==> config.mk <==
export PLATFORM = sky130hd
export DESIGN_NAME = digit_scan_ctrl
export DESIGN_NICKNAME = d
export VERILOG_FILES = /design/src/rtl/digit_scan_ctrl.sv
export SDC_FILE = /design/constraint.sdc
export NUM_CORES = 1
export LEC_CHECK = 0
export CAP_MARGIN = 20
export CORE_MARGIN = 3
export CORE_UTILIZATION = 50
export CTS_BUF_LIST = sky130_fd_sc_hd__clkbuf_8
export CTS_CLUSTER_DIAMETER = 30
export CTS_CLUSTER_SIZE = 24
export DETAILED_ROUTE_END_ITERATION = 6
export DONT_BUFFER_PORTS = 1
export HOLD_SLACK_MARGIN = 0.02
export PLACE_DENSITY_LB_ADDON = 0.05
export SYNTH_ARGS = -nofsm -noshare
export SYNTH_HDL_FRONTEND = slang
export SYNTH_SLANG_ARGS = --single-unit
==> constraint.sdc <==
create_clock -name clk -period 2.5 [get_ports clk]
set_input_delay 0.25 -clock clk [delete_from_list [all_inputs] [get_ports clk]]
set_output_delay 0.25 -clock clk [all_outputs]
set_load 0.005 [all_outputs]
==> src/rtl/digit_scan_ctrl.sv <==
// Time-multiplexed scan controller for a common-anode seven-segment display.
// Optional macro LEADING_ZERO_BLANK_EN suppresses enables of leading-zero digits.
module digit_scan_ctrl #(
  parameter int NUM_DIGITS   = 4,
  parameter int DIV_COUNT    = 50000,
  parameter int DIV_WIDTH    = 16,
  parameter int GUARD_CYCLES = 2
) (
  input  logic                    clk,
  input  logic                    reset_n,
  input  logic [4*NUM_DIGITS-1:0] value_in,
  input  logic                    value_load,
  input  logic                    blank_in,
  output logic                    load_ack,
  output logic [3:0]              digit_out,
  output logic [NUM_DIGITS-1:0]   digit_en_n,
  output logic                    frame_start
);

  localparam int SW = (NUM_DIGITS > 1) ? $clog2(NUM_DIGITS) : 1;

  typedef enum logic {ST_BLANK, ST_SCAN} state_t;

  state_t                       r_state, w_state_nxt;
  logic [DIV_WIDTH-1:0]         r_div;
  logic [SW-1:0]                r_slot;
  logic [NUM_DIGITS-1:0][3:0]   r_active, r_pending;
  logic                         r_pend_vld, r_ack_pend;
  logic                         w_div_wrap, w_frame_wrap, w_commit;
  logic [NUM_DIGITS-1:0]        w_sup, w_en_n_nxt;

  assign w_div_wrap   = (r_div == DIV_WIDTH'(DIV_COUNT - 1));
  assign w_frame_wrap = w_div_wrap && (r_slot == SW'(NUM_DIGITS - 1));
  assign w_commit     = w_frame_wrap && (r_pend_vld || value_load);

  always_ff @(posedge clk or negedge reset_n) begin
    if (!reset_n) begin
      r_div  <= '0;
      r_slot <= '0;
    end else if (w_div_wrap) begin
      r_div  <= '0;
      r_slot <= w_frame_wrap ? '0 : r_slot + 1'b1;
    end else begin
      r_div  <= r_div + 1'b1;
    end
  end

  // A load coinciding with the commit bypasses pending so the newest value wins.
  always_ff @(posedge clk or negedge reset_n) begin
    if (!reset_n) begin
      r_active   <= '0;
      r_pending  <= '0;
      r_pend_vld <= 1'b0;
      r_ack_pend <= 1'b0;
    end else begin
      r_ack_pend <= w_commit;
      if (w_commit) begin
        r_active   <= value_load ? value_in : r_pending;
        r_pend_vld <= 1'b0;
      end else if (value_load) begin
        r_pending  <= value_in;
        r_pend_vld <= 1'b1;
      end
    end
  end

  always_ff @(posedge clk or negedge reset_n) begin
    if (!reset_n) r_state <= ST_BLANK;
    else          r_state <= w_state_nxt;
  end

  always_comb begin
    w_state_nxt = r_state;
    if (r_state == ST_BLANK && w_commit) w_state_nxt = ST_SCAN;
  end

`ifdef LEADING_ZERO_BLANK_EN
  logic w_hi_zero;
  always_comb begin
    w_sup     = '0;
    w_hi_zero = 1'b1;
    for (int k = NUM_DIGITS - 1; k > 0; k--) begin
      w_hi_zero = w_hi_zero & (r_active[k] == 4'h0);
      w_sup[k]  = w_hi_zero;
    end
  end
`else
  assign w_sup = '0;
`endif

  always_comb begin
    w_en_n_nxt = '1;
    if (r_state == ST_SCAN && !blank_in && r_div >= DIV_WIDTH'(GUARD_CYCLES) && !w_sup[r_slot])
      w_en_n_nxt[r_slot] = 1'b0;
  end

  // Outputs are registered from the current slot state, so they trail the prescaler by one clock.
  always_ff @(posedge clk or negedge reset_n) begin
    if (!reset_n) begin
      digit_out   <= 4'h0;
      digit_en_n  <= '1;
      frame_start <= 1'b0;
      load_ack    <= 1'b0;
    end else begin
      digit_out   <= r_active[r_slot];
      digit_en_n  <= w_en_n_nxt;
      frame_start <= (r_div == '0) && (r_slot == '0);
      load_ack    <= r_ack_pend;
    end
  end

endmodule

Word-level counts from Yosys, hierarchy flattened
Cells that the tools add are included.
{ "word_totals": {"ff_bits": 63, "inputBits": 20, "elab_cells": 52} }
{ "classes": {"n_addsub": 2, "n_lt_le_gt_ge": 3, "n_eq_ne": 2, "n_mux": 12, "n_bitwise": 2, "n_reduce_logical": 14} }
{ "ops": {"columns": ["cell", "n"], "rows": [
  ["2-to-1 mux 16 bit", 2],
  ["adder 16 x 1 -> 16 bit, second input constant", 1],
  ["equality test 16 bit, second input constant", 1],
  [">= comparator 16 x 2 -> 1 bit, second input constant", 1],
  ["zero test 16 bit", 1],
  ["binary-select mux 4 bit (select 2 bit)", 1],
  ["logical AND 1 bit", 8],
  ["2-to-1 mux 4 bit", 2],
  ["2-to-1 mux 1 bit", 4],
  ["inverter 4 bit", 1],
  ["< comparator 2 x 3 -> 1 bit, second input constant", 1],
  ["adder 2 x 1 -> 2 bit, second input constant", 1],
  ["binary-select mux 1 bit (select 2 bit)", 1],
  ["demux 1 bit (select 2 bit)", 1],
  ["equality test 2 bit, second input constant", 1],
  [">= comparator 2 x 1 -> 1 bit, second input constant", 1],
  ["zero test 1 bit", 2],
  ["zero test 2 bit", 1],
  ["2-to-1 mux 2 bit", 1],
  ["nonzero test 2 bit", 1],
  ["logical OR 1 bit", 1],
  ["inverter 1 bit", 1]
]} }

Depth between registers and ports, before layout
Gate-level depths: netlist (run 1).
{ "depth": {"depth_word": 6, "ltp_mapped": 7, "depth_no_buf": 5} }

Least setup slack after synthesis (run 1)
No wires, ideal clock.
{ "synth_timing": {"path_kind": "reg-to-reg", "startpoint": "register r_div[1]", "endpoint": "register r_active[10] in the netlist's numbering", "arrival_time_ns": 1.813, "path_slack_ns": 0.562, "path_stages_with_launch": 7, "n_path_buf": 1, "synth_period_minus_slack_ns": 1.938, "cell_sequence": "dfrtp_1 ha_1 and3_1 nand2_1 nor3_4 buf_6 mux2_2"} }
{ "synth_via": {"elab_chain_cells": 3} }
{ "synth_lines": {"columns": ["element", "line_no", "source"], "rows": [
  ["start: declaration", "25", "logic [DIV_WIDTH-1:0] r_div;"],
  ["start signal: assignment", "44", "r_div <= r_div + 1'b1;"],
  ["equality test 16 bit", "32", "assign w_div_wrap = (r_div == DIV_WIDTH'(DIV_COUNT - 1));"],
  ["logical AND 1 bit", "33", "assign w_frame_wrap = w_div_wrap && (r_slot == SW'(NUM_DIGITS - 1));"],
  ["logical AND 1 bit", "34", "assign w_commit = w_frame_wrap && (r_pend_vld || value_load);"],
  ["end signal: assignment", "58", "r_active <= value_load ? value_in : r_pending;"],
  ["end: declaration", "27", "logic [NUM_DIGITS-1:0][3:0] r_active, r_pending;"]
]} }
No other way between the ends.
A chain may end at the register's enable or synchronous reset.

Final worst setup path (run 1)
{ "layout_timing": {"startpoint": "register r_div[1]", "endpoint": "register r_active[0] in the netlist's numbering"} }
Same word-level chain as after synthesis.

==> impl_metrics.json, run 1 <==
{
  "cts_hold_buf": 2,
  "route.detailed.drc": 0,
  "routed_wl_mm": 5.16,
  "ir_drop_mv": 0.467,
  "dp_slack_ns": 0.477,
  "synthCells": 242,
  "rsz0062_at_grt": "false",
  "gp_congestion": 0.761,
  "die_h_um": 81.5,
  "hold_viol": 0,
  "dp_hpwl_mm": 3.33,
  "final-seq-area_um2": 1580,
  "multi_input_area_um2": 1100,
  "die_area_um2": 6630,
  "synth_compound_area_share_pct": 10.0,
  "min_period_ns": 2.06,
  "fmax_mhz": 487,
  "fin_crit_sh_pct": 82.2,
  "n_fill_cell": 437,
  "status": "finished, final reports clean",
  "path_clk_slew_ns": 0.07,
  "path_cells": "ha_1 -> and3_1 -> nand2_1 -> nor3_4 -> buf_12 -> mux2_2",
  "final_cell_mix": "59 x dfrtp_1, 26 x inv_1, 24 x nand2_1",
  "drv_cap": 0,
  "synth_xor_area_share_pct": 4.00,
  "arrival_ns": 2.27,
  "finalPower_mw": 2.12,
  "h-tree-depth": 3,
  "clock_path_buffers": 2,
  "grt_pass1_vias": 1815,
  "grt_max_degree": 64,
  "die_w_um": 81.5,
  "skew_ns": 0.00617,
  "start_util_pct": 53.7,
  "avgViaCountPerCell": 5.52,
  "rows": 26,
  "cpPeakStageDelay_ns": 0.43,
  "numPortBuffers": 0,
  "avgSynthCellArea_um2": 11.8,
  "yosysWarnings": 0,
  "final_common_cell": "dfrtp_1",
  "drive_above_1_share_pct": 19.4,
  "synth_ff_type": "dfrtp_1",
  "cts_tree": "yes",
  "async_flop_share_pct": 100,
  "synth_top_family_by_area": "simple AND/OR/NAND/NOR gates",
  "track_usage_pct": 18.4,
  "coreArea_um2": 5300,
  "synth_fa_ha_area_share_pct": 3.08,
  "synth_area_um2": 2850,
  "synth_mux_area_share_pct": 9.89,
  "cts-root-buf": "clkbuf_8",
  "fin_nets": 275,
  "crit_slowest_cell": "dfrtp_1",
  "cts_setup_buffers": 0,
  "drtIter0Drc": 115,
  "setup_violations": 0,
  "relSlewSlack_pct": 71.8,
  "slew_viol_final": 0,
  "antenna_cells": 0,
  "start_kind": "flip-flop",
  "cellPowerDensity_nw_per_um2": 668,
  "path_class": "flip-flop to flip-flop",
  "overflow": 0,
  "end_kind": "flip-flop",
  "p_leak_nw": 1.47,
  "critPathMaxFanout": 34,
  "wl_per_cell_um": 16.0,
  "synthSimpleGateAreaFrac_pct": 11.8,
  "vias": 1783,
  "worst_slew_pin_slew_ns": 0.419,
  "required_ns": 2.72,
  "io_pins": 30,
  "antenna_found_initial": 0,
  "fin_tns_setup_ns": 0,
  "clock-sinks": 63,
  "synth_cell_types": 34,
  "clkLatencyLatePin_ns": 0.34,
  "worst_hold_path_type": "input pin to flip-flop",
  "numCtsBuffers": 9,
  "synth_nets": 269,
  "final_antenna_net_count": 0,
  "critPathTopFamily": "simple AND/OR/NAND/NOR gates",
  "ys_seq_area_share_pct": 55.6,
  "synth_edf_count": 0,
  "synth-seq-cells": 63,
  "syn2layout_area_growth_pct": 11.3,
  "worst_slack_ns": 0.445,
  "cp_num_buf_inv": 1,
  "grt_pass1_wl_mm": 9.02,
  "drt_first_pass_iters": 4,
  "cts_resized": 0
}
routing by layer:
metal  up-vias  wire length, um  global-route usage [%]
li1        847                -                       -
met1       893             2570                    26.6
met2        33             2300                    25.9
met3        10              186                    4.28
met4         0              105                    9.12
met5         -                0                       0
final timing paths:
check / start / cells past startpoint / endpoint / slack [ns]
max: r_div[1] / 6 / r_active[0] / 0.44
min: value_in[12] / 2 / r_pending[12] / 0.07
max reg2reg: r_div[1] / 6 / r_active[0] / 0.44
min reg2reg: r_ack_pend / 0 / load_ack / 0.37
max in group asynchronous: reset_n / 2 / digit_en_n[1] / 1.76
min in group asynchronous: reset_n / 2 / r_active[3] / 0.44
synth_stat cells (5+ instances only):
cell       count  area (um^2)
clkbuf_1       5         18.8
dfrtp_1       59         1480
ha_1           7         87.6
inv_1         24         90.1
mux2_2        17          191
nand2_1       24         90.1
nand3_1        5         25.0
nand4_1        7         43.8
nor2_1        12         45.0
nor4_1         5         31.3
o21ai_0       16         80.1
o2bb2ai_1     16          140
xnor2_1        8         70.1
xor2_1         5         43.8
power breakdown:
group,internal (mW),switching (mW),total (mW)
registers,1.04,0.0126,1.06
clock network,0.607,0.376,0.983
logic,0.0308,0.0471,0.0779
total,1.68,0.436,2.12
sequential cells by signal, summed over array words and instances (netlist names):
| register | cells |
|---|---|
| digit_en_n | 4 |
| r_state | 1 |
| load_ack | 1 |
| r_div | 16 |
| digit_out | 4 |
| r_active | 16 |
| r_slot | 2 |
| r_pend_vld | 1 |
| r_pending | 16 |
| r_ack_pend | 1 |
| frame_start | 1 |
cell type report:
cell class	count	share of cell area [%]
Clock buffer	11	4.78
Clock inverter	5	2.29
Inverter	24	2.84
Multi-Input combinational cell	144	34.9
Sequential cell	63	49.9
Tap cell	70	2.76
Timing Repair Buffer	6	2.53
logic make-up after synthesis:
logic type                 count (synthesis)
buffers and inverters                     35
AOI/OAI and AO/OA                         39
and+or+nand+nor                           64
adders and majority gates                  7
xor gates and xnor gates                  13
DFF                                       63
muxes                                     21
through the flow:
stage,instance area [um^2],util [%],hold WS (ns),cells
floorplan,2850,-,-0.0456,242
global placement,2910,54.8,-0.0436,305
detailed placement,2910,54.8,-0.0434,305
CTS,3170,59.7,0.0591,323
global route,3170,59.7,0.0717,323
finish,3170,59.7,0.0747,323
Note: power is estimated with default switching activity, not from simulation.
==> inputs of run 2 (changes only) <==
- clock period: 2.5 -> 1.8 ns (I/O delays scaled with it)
==> impl_metrics.json, run 2 (synthesized netlist as in run 1, its figures left out) <==
{
  "fin_crit_sh_pct": 101,
  "ir_drop_mv": 0.673,
  "route.detailed.drc": 0,
  "crit_cells": 6,
  "gp_congestion": 0.793,
  "track_usage_pct": 20.5,
  "overflow": 0,
  "fin_tns_setup_ns": -0.105,
  "end_kind": "flip-flop",
  "h-tree-depth": 3,
  "fin_util_pct": 68.4,
  "avgViaCountPerCell": 5.44,
  "dp_slack_ns": -0.0133,
  "final_cell_mix": "59 x dfrtp_1, 25 x inv_1, 23 x nand2_1",
  "grt_pass1_wl_mm": 10.0,
  "dp_hpwl_mm": 3.73,
  "p_leak_nw": 1.67,
  "io_pins": 30,
  "path_class": "flip-flop to flip-flop",
  "final_antenna_net_count": 0,
  "min_period_ns": 1.82,
  "grt_pass1_vias": 2095,
  "reg_top3": "r_active: 16 flops, r_div: 16 flops, r_pending: 16 flops",
  "fin_nets": 317,
  "fmax_mhz": 548,
  "drive_above_1_share_pct": 26.8,
  "vias": 1985,
  "arrival_ns": 2.05,
  "worst-r2r-cell-count": 6,
  "worst_hold_path_type": "input pin to flip-flop",
  "cts_tree": "yes",
  "slew_viol_final": 0,
  "skew_ns": 0.00741,
  "antenna_cells": 0,
  "routed_wl_mm": 6.23,
  "worst_slew_pin_slew_ns": 0.406,
  "postPlaceCellArea_um2": 3070,
  "drtIter0Drc": 126,
  "coreArea_um2": 5300,
  "worst_slack_ns": -0.0245,
  "start_kind": "flip-flop",
  "path_clk_slew_ns": 0.07,
  "cp_num_buf_inv": 2,
  "cpPeakStageDelay_ns": 0.41,
  "rows": 26,
  "clock_path_buffers": 2,
  "critPathTopFamily": "simple AND/OR/NAND/NOR gates",
  "start_util_pct": 53.7,
  "rsz0062_at_grt": "true",
  "wl_per_cell_um": 17.1,
  "grt_max_degree": 64,
  "numPortBuffers": 0,
  "design_area_um2": 3630,
  "drt_first_pass_iters": 4,
  "finalPower_mw": 2.75,
  "cellPowerDensity_nw_per_um2": 759,
  "drv_cap": 0,
  "dp.cells": 322,
  "path_cells": "nor4_4 -> nand3_4 -> nor3_4 -> buf_12 -> clkbuf_16 -> mux2_2",
  "numCtsBuffers": 9,
  "status": "finished with violations",
  "hold_depth": 2,
  "syn2layout_area_growth_pct": 27.5,
  "clkLatencyLatePin_ns": 0.34,
  "hold_viol": 0,
  "clock-sinks": 63,
  "die_h_um": 81.5,
  "antenna_found_initial": 0,
  "setup_violations": 8,
  "required_ns": 2.02,
  "final_common_cell": "dfrtp_1",
  "hold_slack_ns": 0.0463,
  "final-seq-area_um2": 1580,
  "fin_cells": 365,
  "die_area_um2": 6630,
  "violations": "negative setup slack",
  "multi_input_area_um2": 1160,
  "cts-root-buf": "clkbuf_8",
  "n_fill_cell": 370,
  "die_w_um": 81.5,
  "relSlewSlack_pct": 72.7,
  "crit_slowest_cell": "dfrtp_1",
  "critPathMaxFanout": 7
}
run 2: area by class of cell:
type,instances,share of cell area [%]
Clock buffer,12,4.55
Clock inverter,4,0.586
Inverter,24,2.48
Multi-Input combinational cell,144,32.1
Sequential cell,63,43.6
Tap cell,70,2.41
Timing Repair Buffer,48,14.3
run 2: path summary, 6_finish.rpt:
path                            start  slack, ns       endpoint
max                         r_div[11]      -0.02    r_active[2]
min                        value_load       0.05  r_pending[11]
max reg2reg                 r_div[11]      -0.02    r_active[2]
min reg2reg                r_ack_pend       0.36       load_ack
max in group asynchronous     reset_n       1.11  digit_en_n[0]
min in group asynchronous     reset_n       0.39   r_pending[0]
run 2: worst reg2reg max path, cell delays in order, from the launching register on:
cell and delay (ns):
dfrtp_1 0.41, nor4_4 0.34, nand3_4 0.12, nor3_4 0.21
buf_12 0.15, clkbuf_16 0.15, mux2_2 0.34
run 2: routing by layer:
layer | vias to the layer above | global-route usage [%] | routed length (um)
li1 | 938 | - | -
met1 | 987 | 26.2 | 2820
met2 | 54 | 32.6 | 3060
met3 | 6 | 6.80 | 287
met4 | 0 | 7.77 | 65
met5 | - | 0 | 0
run 2: where the power goes:
part           total (mW)  switching (mW)  internal, mW
clock network        1.13           0.527         0.603
registers            1.47          0.0192          1.45
logic               0.158          0.0814        0.0761
total                2.75           0.627          2.13
run 2: repair_timing:
item	in CTS	in global routing
setup endpoints to repair	14	17
hold buffers	20	0
hold endpoints to repair	78	0
gates cloned	0	3
buffers inserted	0	4
pin swaps	0	1
resized for setup	1	9
